File: src/rtl/key_pkg.sv
// Shared types and constants for the key event controller.
// Holds the per-key FSM state encoding and the event field layout.
package key_pkg;

    typedef enum logic [3:0] {
        ST_DISARM = 4'b0001,
        ST_IDLE   = 4'b0010,
        ST_PRESS  = 4'b0100,
        ST_HELD   = 4'b1000
    } key_state_e;

    localparam int   EVT_LONG_W = 1;
    localparam logic EVT_SHORT  = 1'b0;
    localparam logic EVT_LONG   = 1'b1;

    function automatic int evt_key_w(input int num_keys);
        return (num_keys > 1) ? $clog2(num_keys) : 1;
    endfunction

endpackage

File: src/rtl/key_press_fsm.sv
// Classifies one debounced, active-low key into short or long press events.
// evt_pulse is a single-cycle strobe in the cycle the classification is decided.
module key_press_fsm
    import key_pkg::*;
#(
    parameter int LONG_CNT = 1000
) (
    input  logic clk,
    input  logic rst,
    input  logic key_n,
    input  logic tick,
    output logic evt_pulse,
    output logic evt_long
);

    localparam int HW = $clog2(LONG_CNT + 1);
    localparam logic [HW-1:0] HOLD_LAST = HW'(LONG_CNT - 1);
    localparam logic [HW-1:0] HOLD_MAX  = HW'(LONG_CNT);

    key_state_e    state_r;
    key_state_e    state_nxt_s;
    logic [HW-1:0] hold_r;
    logic [HW-1:0] hold_nxt_s;

    // State and hold counter registers.
    always_ff @(posedge clk) begin
        if (rst) begin
            state_r <= ST_DISARM;
            hold_r  <= '0;
        end else begin
            state_r <= state_nxt_s;
            hold_r  <= hold_nxt_s;
        end
    end

    // Next-state, hold counting and event strobes.
    always_comb begin
        state_nxt_s = state_r;
        hold_nxt_s  = hold_r;
        evt_pulse   = 1'b0;
        evt_long    = EVT_SHORT;
        case (state_r)
            ST_DISARM: begin
                if (key_n) begin
                    state_nxt_s = ST_IDLE;
                end else begin
                    state_nxt_s = ST_DISARM;
                end
            end
            ST_IDLE: begin
                if (!key_n) begin
                    hold_nxt_s  = '0;
                    state_nxt_s = ST_PRESS;
                end else begin
                    state_nxt_s = ST_IDLE;
                end
            end
            ST_PRESS: begin
                // A release seen in the same cycle as the final tick still counts as short.
                if (key_n) begin
                    evt_pulse   = 1'b1;
                    evt_long    = EVT_SHORT;
                    state_nxt_s = ST_IDLE;
                end else if (tick) begin
                    if (hold_r >= HOLD_LAST) begin
                        hold_nxt_s  = HOLD_MAX;
                        evt_pulse   = 1'b1;
                        evt_long    = EVT_LONG;
                        state_nxt_s = ST_HELD;
                    end else begin
                        hold_nxt_s  = hold_r + HW'(1);
                    end
                end else begin
                    state_nxt_s = ST_PRESS;
                end
            end
            ST_HELD: begin
                if (key_n) begin
                    state_nxt_s = ST_IDLE;
                end else begin
                    state_nxt_s = ST_HELD;
                end
            end
            default: begin
                state_nxt_s = ST_DISARM;
                hold_nxt_s  = '0;
            end
        endcase
    end

endmodule

File: src/rtl/key_event_ctrl.sv
// Key event scheduler: per-key press classification, round-robin arbitration
// of pending events into a first-word fall-through FIFO, valid/ready output.
module key_event_ctrl
    import key_pkg::*;
#(
    parameter int NUM_KEYS   = 4,
    parameter int TICK_DIV   = 50000,
    parameter int LONG_CNT   = 1000,
    parameter int FIFO_DEPTH = 4
) (
    input  logic                        clk,
    input  logic                        rst,
    input  logic [NUM_KEYS-1:0]         key_n,
    output logic                        evt_valid,
    input  logic                        evt_ready,
    output logic [$clog2(NUM_KEYS)-1:0] evt_key,
    output logic                        evt_long,
    output logic                        fifo_full,
    output logic [7:0]                  drop_cnt
);

    localparam int KW = evt_key_w(NUM_KEYS);
    localparam int EW = KW + EVT_LONG_W;
    localparam int TW = (TICK_DIV > 1) ? $clog2(TICK_DIV) : 1;
    localparam int AW = (FIFO_DEPTH > 1) ? $clog2(FIFO_DEPTH) : 1;
    localparam int CW = $clog2(FIFO_DEPTH + 1);

    logic [TW-1:0]       tick_cnt_r;
    logic                tick_s;
    logic [NUM_KEYS-1:0] evt_pulse_s;
    logic [NUM_KEYS-1:0] evt_long_s;
    logic [NUM_KEYS-1:0] pend_r;
    logic [NUM_KEYS-1:0] pend_nxt_s;
    logic [NUM_KEYS-1:0] plong_r;
    logic [NUM_KEYS-1:0] plong_nxt_s;
    logic [KW-1:0]       rr_ptr_r;
    logic                grant_s;
    logic [KW-1:0]       grant_idx_s;
    logic [3:0]          drop_inc_s;
    logic [8:0]          drop_sum_s;
    logic [EW-1:0]       mem_r [FIFO_DEPTH];
    logic [AW-1:0]       wr_ptr_r;
    logic [AW-1:0]       rd_ptr_r;
    logic [CW-1:0]       count_r;
    logic                push_s;
    logic                pop_s;
    logic                push_ok_s;

    assign tick_s = (tick_cnt_r == TW'(TICK_DIV - 1));

    // Millisecond timebase counter.
    always_ff @(posedge clk) begin
        if (rst) begin
            tick_cnt_r <= '0;
        end else if (tick_s) begin
            tick_cnt_r <= '0;
        end else begin
            tick_cnt_r <= tick_cnt_r + TW'(1);
        end
    end

    for (genvar g = 0; g < NUM_KEYS; g++) begin : g_key
        key_press_fsm #(
            .LONG_CNT (LONG_CNT)
        ) u_fsm (
            .clk       (clk),
            .rst       (rst),
            .key_n     (key_n[g]),
            .tick      (tick_s),
            .evt_pulse (evt_pulse_s[g]),
            .evt_long  (evt_long_s[g])
        );
    end

    assign evt_valid = (count_r != '0);
    assign fifo_full = (count_r == CW'(FIFO_DEPTH));
    assign pop_s     = evt_valid && evt_ready;
    assign push_ok_s = !fifo_full || pop_s;
    assign push_s    = grant_s;
    assign {evt_key, evt_long} = mem_r[rd_ptr_r];

    // Round-robin search over pending keys starting at the pointer.
    always_comb begin : arb_p
        int idx;
        idx         = 0;
        grant_s     = 1'b0;
        grant_idx_s = '0;
        for (int i = 0; i < NUM_KEYS; i++) begin
            idx = int'(rr_ptr_r) + i;
            idx = (idx >= NUM_KEYS) ? (idx - NUM_KEYS) : idx;
            if (!grant_s && pend_r[KW'(idx)] && push_ok_s) begin
                grant_s     = 1'b1;
                grant_idx_s = KW'(idx);
            end else begin
                grant_s     = grant_s;
            end
        end
    end

    // Pending flag update and drop counting; a grant frees the slot for a same-cycle event.
    always_comb begin
        pend_nxt_s  = pend_r;
        plong_nxt_s = plong_r;
        drop_inc_s  = 4'd0;
        if (grant_s) begin
            pend_nxt_s[grant_idx_s] = 1'b0;
        end else begin
            pend_nxt_s = pend_r;
        end
        for (int k = 0; k < NUM_KEYS; k++) begin
            if (evt_pulse_s[KW'(k)]) begin
                if (pend_r[KW'(k)] && !(grant_s && (grant_idx_s == KW'(k)))) begin
                    drop_inc_s = drop_inc_s + 4'd1;
                end else begin
                    pend_nxt_s[KW'(k)]  = 1'b1;
                    plong_nxt_s[KW'(k)] = evt_long_s[KW'(k)];
                end
            end else begin
                drop_inc_s = drop_inc_s;
            end
        end
        drop_sum_s = {1'b0, drop_cnt} + {5'd0, drop_inc_s};
    end

    // Pending flags, round-robin pointer and saturating drop counter.
    always_ff @(posedge clk) begin
        if (rst) begin
            pend_r   <= '0;
            plong_r  <= '0;
            rr_ptr_r <= '0;
            drop_cnt <= 8'd0;
        end else begin
            pend_r   <= pend_nxt_s;
            plong_r  <= plong_nxt_s;
            drop_cnt <= drop_sum_s[8] ? 8'hFF : drop_sum_s[7:0];
            if (grant_s) begin
                rr_ptr_r <= (grant_idx_s == KW'(NUM_KEYS - 1)) ? '0 : (grant_idx_s + KW'(1));
            end else begin
                rr_ptr_r <= rr_ptr_r;
            end
        end
    end

    // Event FIFO storage, pointers and occupancy.
    always_ff @(posedge clk) begin
        if (rst) begin
            for (int d = 0; d < FIFO_DEPTH; d++) begin
                mem_r[d] <= '0;
            end
            wr_ptr_r <= '0;
            rd_ptr_r <= '0;
            count_r  <= '0;
        end else begin
            if (push_s) begin
                mem_r[wr_ptr_r] <= {grant_idx_s, plong_r[grant_idx_s]};
                wr_ptr_r <= (wr_ptr_r == AW'(FIFO_DEPTH - 1)) ? '0 : (wr_ptr_r + AW'(1));
            end else begin
                wr_ptr_r <= wr_ptr_r;
            end
            if (pop_s) begin
                rd_ptr_r <= (rd_ptr_r == AW'(FIFO_DEPTH - 1)) ? '0 : (rd_ptr_r + AW'(1));
            end else begin
                rd_ptr_r <= rd_ptr_r;
            end
            case ({push_s, pop_s})
                2'b10:   count_r <= count_r + CW'(1);
                2'b01:   count_r <= count_r - CW'(1);
                default: count_r <= count_r;
            endcase
        end
    end

endmodule
File: config.mk
export PLATFORM = sky130hd
export DESIGN_NAME = key_event_ctrl
export DESIGN_NICKNAME = d
export VERILOG_FILES = /design/src/rtl/key_pkg.sv /design/src/rtl/key_press_fsm.sv /design/src/rtl/key_event_ctrl.sv
export SDC_FILE = /design/constraint.sdc
export NUM_CORES = 1
export LEC_CHECK = 0
export ABC_CLOCK_PERIOD_IN_PS = 10700
export CAP_MARGIN = 20
export CORE_MARGIN = 5
export CORE_UTILIZATION = 45
export DETAILED_ROUTE_END_ITERATION = 8
export PLACE_DENSITY_LB_ADDON = 0.15
export SYNTH_ARGS = -nofsm -noshare
export SYNTH_HDL_FRONTEND = slang
export SYNTH_SLANG_ARGS = --single-unit
File: constraint.sdc
create_clock -name clk -period 10.7 [get_ports clk]
set_clock_uncertainty 0.2 [all_clocks]
set_input_delay 2.14 -clock clk [delete_from_list [all_inputs] [get_ports clk]]
set_output_delay 2.14 -clock clk [all_outputs]
set_load 0.01 [all_outputs]
==> reports/results.tsv, run 1 <==
stage	metric	value	unit
synthesis	syn_nets	506	
power	ir_drop	55.21	µV
critical_path	cp.required	10.72	ns
sta	finalSetupViolations	0	
power	cellLeakagePower	1.675	nW
clocking	cts-buffers-inserted	9	
critical_path	r2r_slack	6.60	ns
placed_design	io_buffer_count	17	
cells_and_area	nFillCells	920	
critical_path	endpoint_kind	flop	
synthesis	synth-seq-cells	81	
sta	worst_slack	5.071	ns
clocking	postCtsHoldBufs	0	
cells_and_area	drive_above_1_share	7.615	%
critical_path	crit_buf_inv	2	
grt	first_global_vias	3368	
synthesis	synthTopCellsByArea	dfxtp_1 32%, edfxtp_1 8.4%, nand2_1 4.4%, a21oi_1 4.1%, nor2_1 4.0%	
synthesis	post-synth-top-area-fraction	32.18	%
synthesis	yosys_warnings	0	
floorplanning	coreArea	9284	µm²
cells_and_area	antennaDiodeCount	0	
power	p_total	591.1	µW
floorplanning	io_pins	20	
grt	track_usage	16.25	%
floorplanning	die_y	107.7	µm
sta	clock.fmax	177.6	MHz
sta	rsz0062_at_grt	false	
critical_path	crit_family	simple AND/OR/NAND/NOR gates	
sta	worst_slew_pin_slew	0.7507	ns
critical_path	worstSetupPathType	primary input to flop	
floorplanning	placementRows	35	
clocking	postCtsSetupRepairBufs	0	
drt	drt_first_pass_iters	4	
synthesis	synth_cells	484	
drt	viasPerCell	5.594	
clocking	cts.path.max_buffers	2	
grt	grt.overflow.total	0	
power	power_density	124.6	nW/µm²
clocking	clkSinkCount	81	
grt	grt_max_degree	51	
worst_hold_path	hold_path.class	flop to flop	
clocking	clk_latency	0.35	ns
drt	dr_total_vias	3513	
clocking	ctsRootBufferMaster	clkbuf_8	
drt	wl_per_cell	14.00	µm
synthesis	synth_area	4293	µm²
drt	drtIter0Drc	111	
critical_path	path_cells	clkdlybuf4s50_1 -> or4b_1 -> nand2_1 -> ha_1 -> nand2_1 -> nand2_1 -> nor3b_1 -> ha_1 -> mux2_2 -> ha_1 -> inv_1 -> fa_1 -> nand2b_1 -> nor2_1 -> nand2_1 -> a21oi_1	
critical_path	startpoint_type	primary input	
clocking	cts_resized	0	
synthesis	async_reset_ff_share	0	%
floorplanning	die_w	107.7	µm
cells_and_area	nNetsFinal	516	
placed_design	routabilityCongestion	0.7669	
synthesis	synth_top_cell_by_area	dfxtp_1	
placed_design	dp_slack	4.640	ns
run	cap_violations	0	
grt	antenna_found_initial	0	
sta	fin_crit_sh	52.61	%
sta	finalHoldViolations	0	
synthesis	yosysSeqAreaShare	40.57	%
grt	grt_pass1_wl	15530	µm
clocking	clkTransAtPathRegs	0.08	ns
run_status	status	completed	
clocking	htreeDepth	3	
synthesis	ys_types	75	
synthesis	synth_ff_type	dfxtp_1	
placed_design	dpl.hpwl	6006	µm
sta	finalCriticalPeriod	5.629	ns
critical_path	critical_path_peak_fanout	10	
drt	antenna_left	0	
cells_and_area	fin_cells	628	
placed_design	placed_cells	612	
floorplanning	initial_core_util	46.24	%
critical_path	slowest_delay	0.47	ns
synthesis	synth_edf_count	12	
critical_path	cp_common_cell	nand2_1	
sta	drv_slew	0	
sta	relSlewSlack	49.82	%
floorplanning	dieArea	11590	µm²
cells_and_area	syn2layout_area_growth	10.55	%
critical_path	worstPathArrival	5.65	ns
drt	drcViolationCount	0	
clocking	cts_tree	done	
critical_path	crit_slowest_cell	clkdlybuf4s50_1	
synthesis	avgSynthCellArea	8.870	µm²
drt	totalWireLength	8794	µm
sta	setup_tns	0	ns
[worst register-to-register path, stage by stage, from the launching register on]
cell	delay (ns)
dfxtp_1	0.60
nand2b_1	0.16
a311oi_1	0.15
o21ai_0	0.20
nand2_1	0.21
ha_1	0.27
nand2_1	0.06
nand2_1	0.10
nor3b_1	0.44
ha_1	0.31
mux2_2	0.26
ha_1	0.20
inv_1	0.08
fa_1	0.22
nand2b_1	0.18
nor2_1	0.05
nand2_1	0.18
a21oi_1	0.09
[cell usage in the layout, fill, tap and decap left out, types with 3 or more instances in the layout]
cell | Yosys | layout
a211oi_1 | 10 | 10
a21o_1 | 3 | 3
a21oi_1 | 35 | 35
a31oi_1 | 4 | 4
a41oi_1 | 4 | 4
and2_1 | 4 | 4
and3_1 | 14 | 14
clkbuf_8 | 0 | 9
clkdlybuf4s50_1 | 0 | 16
clkinv_1 | 2 | 3
clkinv_4 | 0 | 3
dfxtp_1 | 69 | 69
edfxtp_1 | 12 | 12
ha_1 | 13 | 13
inv_1 | 22 | 22
mux4_2 | 3 | 3
nand2_1 | 50 | 50
nand2b_1 | 6 | 6
nand3_1 | 21 | 21
nand4_1 | 8 | 8
nor2_1 | 46 | 46
nor2b_1 | 7 | 7
nor3_1 | 13 | 13
nor3b_1 | 5 | 5
nor4b_1 | 4 | 4
o21a_1 | 4 | 4
o21ai_0 | 18 | 18
o31a_1 | 3 | 3
o32ai_1 | 4 | 4
or3_1 | 5 | 5
xnor2_1 | 9 | 9
xor2_1 | 12 | 12
[through the flow]
step,instance area (µm²),hold WS [ns],util (%)
after floorplan,4293,0.2295,-
after global placement,4527,0.2379,48.76
after detailed placement,4527,0.2492,48.76
after CTS,4746,0.2688,51.12
after global routing,4746,0.2855,51.12
final,4746,0.2682,51.12
[worst paths after layout]
path	startpoint	depth (start not counted)	end
max	evt_ready	16	drop_cnt[0]
min	tick_cnt_r[0]	1	tick_cnt_r[0]
max reg2reg	rr_ptr_r[1]	17	drop_cnt[0]
min reg2reg	tick_cnt_r[0]	1	tick_cnt_r[0]
[registers in the layout, summed over array words and instances, names as in the netlist, named ones only]
signal,count
wr_ptr_r,2
g_key.u_fsm.state_r,8
g_key.u_fsm.hold_r,20
plong_r,2
drop_cnt,8
count_r,3
pend_r,4
rr_ptr_r,2
tick_cnt_r,16
rd_ptr_r,2
mem_r,12
[where the power goes]
part           internal [mW]  switching, mW  total, mW  leakage (nW)
Clock                  0.131          0.116      0.248         0.111
Sequential             0.312        0.00355      0.315         0.681
Combinational         0.0107         0.0174     0.0281         0.884
[layout make-up]
class,instances,area (µm²),share of cell area (%)
clock buffers,9,123.9,2.610
clock inverters,7,95.09,2.004
repair buffers,18,172.7,3.638
inverters,24,90.09,1.898
flip-flops and latches,81,1742,36.70
multi-input cells,360,2361,49.75
well taps,129,161.4,3.401
[per-layer routing]
metal	GRT usage (%)	up-vias	part of all wire [%]
li1	-	1790	-
met1	21.78	1658	49
met2	25.89	51	46
met3	2.819	14	3.1
met4	6.583	0	2.0
met5	0	-	0
[cells in the mapped netlist, types with 8 or more instances]
cell / count
xor2_1: 12
edfxtp_1: 12
nand3_1: 21
a21oi_1: 35
nor3_1: 13
dfxtp_1: 69
nor2_1: 46
clkbuf_1: 10
o21ai_0: 18
nand4_1: 8
ha_1: 13
nand2_1: 50
xnor2_1: 9
inv_1: 22
a211oi_1: 10
and3_1: 14
[logic make-up (layout without fill, tap and decap cells)]
family | Yosys count | after routing | synth area share [%]
AOI/OAI and AO/OA | 112 | 112 | 17.66
xor gates and xnor gates | 21 | 21 | 4.285
adders and majority gates | 15 | 15 | 4.722
buffers and inverters | 43 | 58 | 4.430
DFF | 81 | 81 | 40.57
muxes | 4 | 4 | 1.836
and+or+nand+nor | 208 | 208 | 26.49
Power figures use the tool's default switching activity.
==> run 2: changes to the inputs <==
--- a/config.mk
+++ b/config.mk
@@ -5,7 +5,7 @@
 export SDC_FILE = /design/constraint.sdc
 export NUM_CORES = 1
 export LEC_CHECK = 0
-export ABC_CLOCK_PERIOD_IN_PS = 10700
+export ABC_CLOCK_PERIOD_IN_PS = 5700
 export CAP_MARGIN = 20
 export CORE_MARGIN = 5
 export CORE_UTILIZATION = 45
==> constraint.sdc (replaced) <==
create_clock -name clk -period 5.7 [get_ports clk]
set_clock_uncertainty 0.2 [all_clocks]
set_input_delay 1.14 -clock clk [delete_from_list [all_inputs] [get_ports clk]]
set_output_delay 1.14 -clock clk [all_outputs]
set_load 0.01 [all_outputs]
==> reports/results.tsv, run 2 (synthesis results as in run 1) <==
stage	metric	value	unit	change
drt	drt_first_pass_iters	4		unchanged
power	p_int	763.9	µW	+68%
critical_path	crit_family	simple AND/OR/NAND/NOR gates		
floorplanning	die_y	107.7	µm	unchanged
placed_design	dpl-instance-area	4519	µm²	-0.17%
floorplanning	die_w	107.7	µm	unchanged
grt	first_global_vias	3320		-1.4%
sta	rsz0062_at_grt	false		
clocking	postCtsHoldBufs	0		unchanged
critical_path	startpoint_type	primary input		
sta	worst_slack	1.044	ns	-4.027 ns
drt	totalWireLength	8683	µm	-1.3%
power	p_clk_share	37.0	%	-4.9 points
power	power_density	217.5	nW/µm²	+75%
drt	drtIter0Drc	178		+60%
placed_design	routabilityCongestion	0.8192		+6.8%
grt	grt.overflow.total	0		unchanged
clocking	cts.path.max_buffers	2		unchanged
grt	antenna_found_initial	0		unchanged
cells_and_area	fin_area	4691	µm²	-1.2%
drt	viasPerCell	5.582		-0.21%
power	sequentialPowerShare	58.0	%	+4.7 points
clocking	cts_resized	0		unchanged
cells_and_area	final_cell_mix	69 x dfxtp_1, 50 x nand2_1, 46 x nor2_1		
cells_and_area	nNetsFinal	515		-0.19%
cells_and_area	final_common_cell	dfxtp_1		
power	pwr-share-comb	5.0	%	+0.2 points
run_status	status	completed		
sta	finalHoldViolations	0		unchanged
floorplanning	initial_core_util	46.24	%	unchanged
sta	worst_slew_pin_slew	0.9901	ns	+0.2395 ns
grt	grt_pass1_wl	15320	µm	-1.3%
critical_path	worstSetupPathType	primary input to flop		
critical_path	path_cells	clkdlybuf4s50_1 -> or4b_1 -> nand2_1 -> ha_1 -> nand2_1 -> nand2_1 -> nor3b_1 -> ha_1 -> mux2_2 -> ha_1 -> inv_1 -> fa_1 -> nand2b_1 -> nor2_1 -> nand2_1 -> a21oi_1		
power	p_total	1.020	mW	+73%
grt	track_usage	16.01	%	-0.24 points
clocking	cts-buffers-inserted	9		unchanged
critical_path	slowest_delay	0.66	ns	+0.19 ns
cells_and_area	antennaDiodeCount	0		unchanged
critical_path	worstPathArrival	4.74	ns	-0.91 ns
cells_and_area	top_regs	g_key.u_fsm.hold_r (20), tick_cnt_r (16), mem_r (12)		
critical_path	crit_buf_inv	2		unchanged
run	cap_violations	0		unchanged
clocking	clkTransAtPathRegs	0.09	ns	about the same
critical_path	critical_path_peak_fanout	10		unchanged
floorplanning	dieArea	11590	µm²	unchanged
sta	relSlewSlack	33.99	%	-16 points
sta	finalSetupViolations	0		unchanged
clocking	clk_latency	0.35	ns	about the same
power	ir_drop	91.59	µV	+66%
power	p_sw	256.3	µW	+87%
cells_and_area	syn2layout_area_growth	9.268	%	
clocking	ctsRootBufferMaster	clkbuf_8		
sta	fin_crit_sh	81.69	%	
grt	grt_max_degree	51		unchanged
floorplanning	coreArea	9284	µm²	unchanged
power	swShare	25.12	%	+1.9 points
floorplanning	placementRows	35		unchanged
sta	clock.fmax	214.8	MHz	
cells_and_area	nFillCells	897		-2.5%
critical_path	cp.required	5.78	ns	-4.94 ns
clocking	htreeDepth	3		unchanged
floorplanning	io_pins	20		unchanged
drt	drcViolationCount	0		unchanged
placed_design	dp_slack	0.6686	ns	-3.971 ns
critical_path	crit_slowest_cell	or4b_1		
sta	setup_tns	0	ns	unchanged
clocking	clkSinkCount	81		unchanged
worst_hold_path	hold_path.class	flop to flop		
critical_path	cp_common_cell	nand2_1		
cells_and_area	largest_reg_flops	20		unchanged
placed_design	io_buffer_count	17		unchanged
drt	wl_per_cell	13.85	µm	-1.1%
placed_design	dpl.hpwl	5942	µm	-1.1%
sta	drv_slew	0		unchanged
sta	finalCriticalPeriod	4.656	ns	
drt	dr_total_vias	3500		-0.37%
drt	antenna_left	0		unchanged
power	cellLeakagePower	1.636	nW	-2.3%
cells_and_area	drive_above_1_share	7.229	%	-0.39 points
critical_path	endpoint_kind	flop		
clocking	postCtsSetupRepairBufs	0		unchanged
cells_and_area	largest-register	g_key.u_fsm.hold_r		
clocking	cts_tree	done		
run 2: cell types whose count changed in the layout (fill, tap and decap cells not counted), sizes merged:
cell	before	now
inv	22	23
buf	2	1
clkinv	7	4
bufinv	2	0
clkinvlp	0	3
clkbuf	9	10
run 2: final cells by class:
| type | count | area [µm²] | share of cell area [%] |
|---|---|---|---|
| Sequential cell | 81 | 1742 | 37.13 |
| Timing Repair Buffer | 17 | 165.2 | 3.521 |
| Inverter | 24 | 90.09 | 1.921 |
| Multi-Input combinational cell | 360 | 2361 | 50.33 |
| Clock buffer | 10 | 127.6 | 2.721 |
| Tap cell | 129 | 161.4 | 3.441 |
| Clock inverter | 6 | 43.79 | 0.9336 |
run 2: per-layer routing:
layer  global-route usage [%]  wire length (µm)
met2                    26.07              4018
met1                    21.26              4277
met4                    6.041               125
met3                    2.639               262
met5                        0                 0
run 2: stage by stage:
step,std cells,utilization [%],hold WS (ns)
6_report,627,50.53,0.2607
5_1_grt,627,50.53,0.3053
4_1_cts,627,50.53,0.2680
3_5_place_dp,611,48.68,0.2489
3_3_place_gp,611,48.68,0.2394
2_1_floorplan,484,-,0.2295
run 2: worst paths after layout:
kind | start | endpoint | slack, ns | cells after the start
max | evt_ready | drop_cnt[0] | 1.04 | 16
min | tick_cnt_r[0] | tick_cnt_r[0] | 0.26 | 1
max reg2reg | pend_r[1] | drop_cnt[0] | 1.60 | 17
min reg2reg | tick_cnt_r[0] | tick_cnt_r[0] | 0.26 | 1
run 2: worst register-to-register path, delay by kind of cell, from the launching register on:
| family | cells | cell delay [ns] |
|---|---|---|
| buffers and inverters | 1 | 0.07 |
| flip-flops | 1 | 0.57 |
| adder cells (fa/ha/maj) | 4 | 1.01 |
| AO/OA/AOI/OAI | 3 | 0.39 |
| multiplexers | 1 | 0.26 |
| AND/OR/NAND/NOR | 8 | 1.47 |
run 2: power groups by stage:
| stage | logic (mW) | clock network, mW | registers (mW) |
|---|---|---|---|
| floorplan | 0.0427 | 0 | 0.602 |
| global placement | 0.0508 | 0 | 0.605 |
| detailed placement | 0.0517 | 0 | 0.605 |
| CTS | 0.0519 | 0.390 | 0.592 |
| global route | 0.0582 | 0.410 | 0.593 |
| finish | 0.0513 | 0.377 | 0.592 |
==> run 3: changes to the inputs <==
--- a/config.mk
+++ b/config.mk
@@ -5,7 +5,7 @@
 export SDC_FILE = /design/constraint.sdc
 export NUM_CORES = 1
 export LEC_CHECK = 0
-export ABC_CLOCK_PERIOD_IN_PS = 5700
+export ABC_CLOCK_PERIOD_IN_PS = 4740
 export CAP_MARGIN = 20
 export CORE_MARGIN = 5
 export CORE_UTILIZATION = 45
==> constraint.sdc (replaced) <==
create_clock -name clk -period 4.74 [get_ports clk]
set_clock_uncertainty 0.2 [all_clocks]
set_input_delay 0.948 -clock clk [delete_from_list [all_inputs] [get_ports clk]]
set_output_delay 0.948 -clock clk [all_outputs]
set_load 0.01 [all_outputs]
==> reports/results.tsv, run 3 (synthesis results as in run 1) <==
stage	metric	value	unit	change
sta	finalSetupViolations	0		unchanged
cells_and_area	fin_cells	634		+1.1%
cells_and_area	nNetsFinal	522		+1.4%
drt	wl_per_cell	14.02	µm	+1.3%
clocking	cts_tree	done		
grt	grt_max_degree	50		-2.0%
power	p_int	1.026	mW	+34%
clocking	cts.path.max_buffers	2		unchanged
critical_path	endpoint_kind	flop		
sta	holdWs	0.2777	ns	+0.01708 ns
placed_design	dp_slack	0.1503	ns	-0.5182 ns
drt	drcViolationCount	0		unchanged
placed_design	io_buffer_count	17		unchanged
critical_path	endpoint	drop_cnt[0]		
critical_path	r2r_cells	17		unchanged
floorplanning	io_pins	20		unchanged
critical_path	cp.required	4.83	ns	-0.95 ns
placed_design	dpl-instance-area	4572	µm²	+1.2%
placed_design	dpl.hpwl	6136	µm	+3.3%
cells_and_area	nFillCells	865		-3.6%
clocking	htreeDepth	3		unchanged
clocking	clkSinkCount	81		unchanged
floorplanning	coreArea	9284	µm²	unchanged
sta	worst_slack	0.5101	ns	-0.5334 ns
critical_path	startpoint	evt_ready		
clocking	ctsRootBufferMaster	clkbuf_8		
sta	finalCriticalPeriod	4.230	ns	
run_status	status	completed		
cells_and_area	top_regs	g_key.u_fsm.hold_r (20), tick_cnt_r (16), mem_r (12)		
critical_path	startpoint_type	primary input		
sta	rsz0062_at_grt	false		
power	pwr-share-comb	4.8	%	-0.2 points
worst_hold_path	hold_path.class	flop to flop		
power	p_sw	312.3	µW	+22%
sta	clock.fmax	236.4	MHz	
cells_and_area	final_common_cell	dfxtp_1		
drt	totalWireLength	8890	µm	+2.4%
drt	drt_first_pass_iters	5		+1
cells_and_area	seq_area	1742	µm²	unchanged
power	swShare	23.33	%	-1.8 points
floorplanning	placementRows	35		unchanged
cells_and_area	drive_above_1_share	8.713	%	+1.5 points
sta	relSlewSlack	47.51	%	+14 points
cells_and_area	largest_reg_flops	20		unchanged
critical_path	r2r_slack	0.80	ns	-0.80 ns
grt	first_global_vias	3303		-0.51%
sta	finalHoldViolations	0		unchanged
drt	viasPerCell	5.554		-0.51%
run	cap_violations	0		unchanged
floorplanning	initial_core_util	46.24	%	unchanged
power	power_density	279.4	nW/µm²	+28%
sta	fin_crit_sh	89.24	%	
worst_hold_path	min_path_cells	1		unchanged
grt	track_usage	16.45	%	+0.44 points
clocking	postCtsHoldBufs	0		unchanged
power	p_clk_share	42.0	%	+5.0 points
critical_path	rr_endpoint	drop_cnt[3]		
clocking	clkTransAtPathRegs	0.08	ns	about the same
clocking	clk_latency	0.35	ns	about the same
power	cellLeakagePower	1.702	nW	+4.0%
cells_and_area	final_cell_mix	69 x dfxtp_1, 50 x nand2_1, 46 x nor2_1		
critical_path	critical_path_peak_fanout	6		-4
sta	worst_slew_pin_slew	0.7853	ns	-0.2049 ns
critical_path	worstReg2RegStart	rr_ptr_r[1]		
cells_and_area	antennaDiodeCount	0		unchanged
cells_and_area	syn2layout_area_growth	11.60	%	
clocking	cts-buffers-inserted	9		unchanged
power	sequentialPowerShare	53.1	%	-4.9 points
grt	grt_pass1_wl	15520	µm	+1.3%
drt	antenna_left	0		unchanged
placed_design	routabilityCongestion	0.8141		-0.62%
placed_design	placed_cells	618		+1.1%
cells_and_area	fin_area	4791	µm²	+2.1%
drt	drtIter0Drc	151		-15%
grt	antenna_found_initial	0		unchanged
critical_path	worstSetupPathType	primary input to flop		
floorplanning	die_w	107.7	µm	unchanged
floorplanning	dieArea	11590	µm²	unchanged
cells_and_area	multiInputGateArea	2361	µm²	unchanged
power	ir_drop	160.1	µV	+75%
clocking	postCtsSetupRepairBufs	0		unchanged
floorplanning	die_y	107.7	µm	unchanged
grt	grt.overflow.total	0		unchanged
cells_and_area	largest-register	g_key.u_fsm.hold_r		
sta	drv_slew	0		unchanged
sta	setup_tns	0	ns	unchanged
drt	dr_total_vias	3521		+0.60%
clocking	cts_resized	0		unchanged
critical_path	worstPathArrival	4.32	ns	-0.42 ns
[run 3: routing by layer]
| layer | global-route usage (%) | vias up | wire [µm] |
|---|---|---|---|
| met5 | 0 | - | 0 |
| met4 | 5.861 | 0 | 142 |
| met3 | 2.579 | 9 | 258 |
| met2 | 26.24 | 50 | 4112 |
| met1 | 22.53 | 1659 | 4377 |
| li1 | - | 1803 | - |
[run 3: final cells by class]
class | instances | share of cell area, %
multi-input combinational | 360 | 49.28
inverter | 24 | 1.880
tap | 129 | 3.369
timing repair buffer | 24 | 4.544
clock inverter | 7 | 1.985
clock buffer | 9 | 2.586
sequential | 81 | 36.35
[run 3: worst max-delay path: stages]
cell,delay [ns]
clkdlybuf4s50_1,0.42
or4b_1,0.61
nand2_1,0.20
ha_1,0.16
nand2_1,0.05
nand2_1,0.13
nor3b_1,0.10
ha_1,0.28
mux2_2,0.14
ha_1,0.16
inv_1,0.06
fa_1,0.41
nand2b_1,0.21
nor2_1,0.10
nand2_1,0.15
a21oi_1,0.17
[run 3: how the worst min path moves through the flow]
stage | start | to
after floorplan | tick_cnt_r[0] | tick_cnt_r[0]
after global placement | tick_cnt_r[0] | tick_cnt_r[0]
after detailed placement | tick_cnt_r[0] | tick_cnt_r[0]
after CTS | tick_cnt_r[0] | tick_cnt_r[0]
after global routing | tick_cnt_r[0] | tick_cnt_r[0]
final | tick_cnt_r[0] | tick_cnt_r[0]
[run 3: through the flow]
stage	utilization, %	power [mW]
floorplan	-	0.7759
global placement	49.25	0.7912
detailed placement	49.25	0.7921
CTS	51.60	1.353
global route	51.60	1.393
finish	51.60	1.338
[run 3: power by group through the flow]
stage / logic (mW) / clock network, mW / registers (mW)
global placement: 0.0643 / 0 / 0.727
CTS: 0.0650 / 0.577 / 0.711
global route: 0.0722 / 0.608 / 0.713
floorplan: 0.0513 / 0 / 0.725
detailed placement: 0.0648 / 0 / 0.727
finish: 0.0649 / 0.562 / 0.711
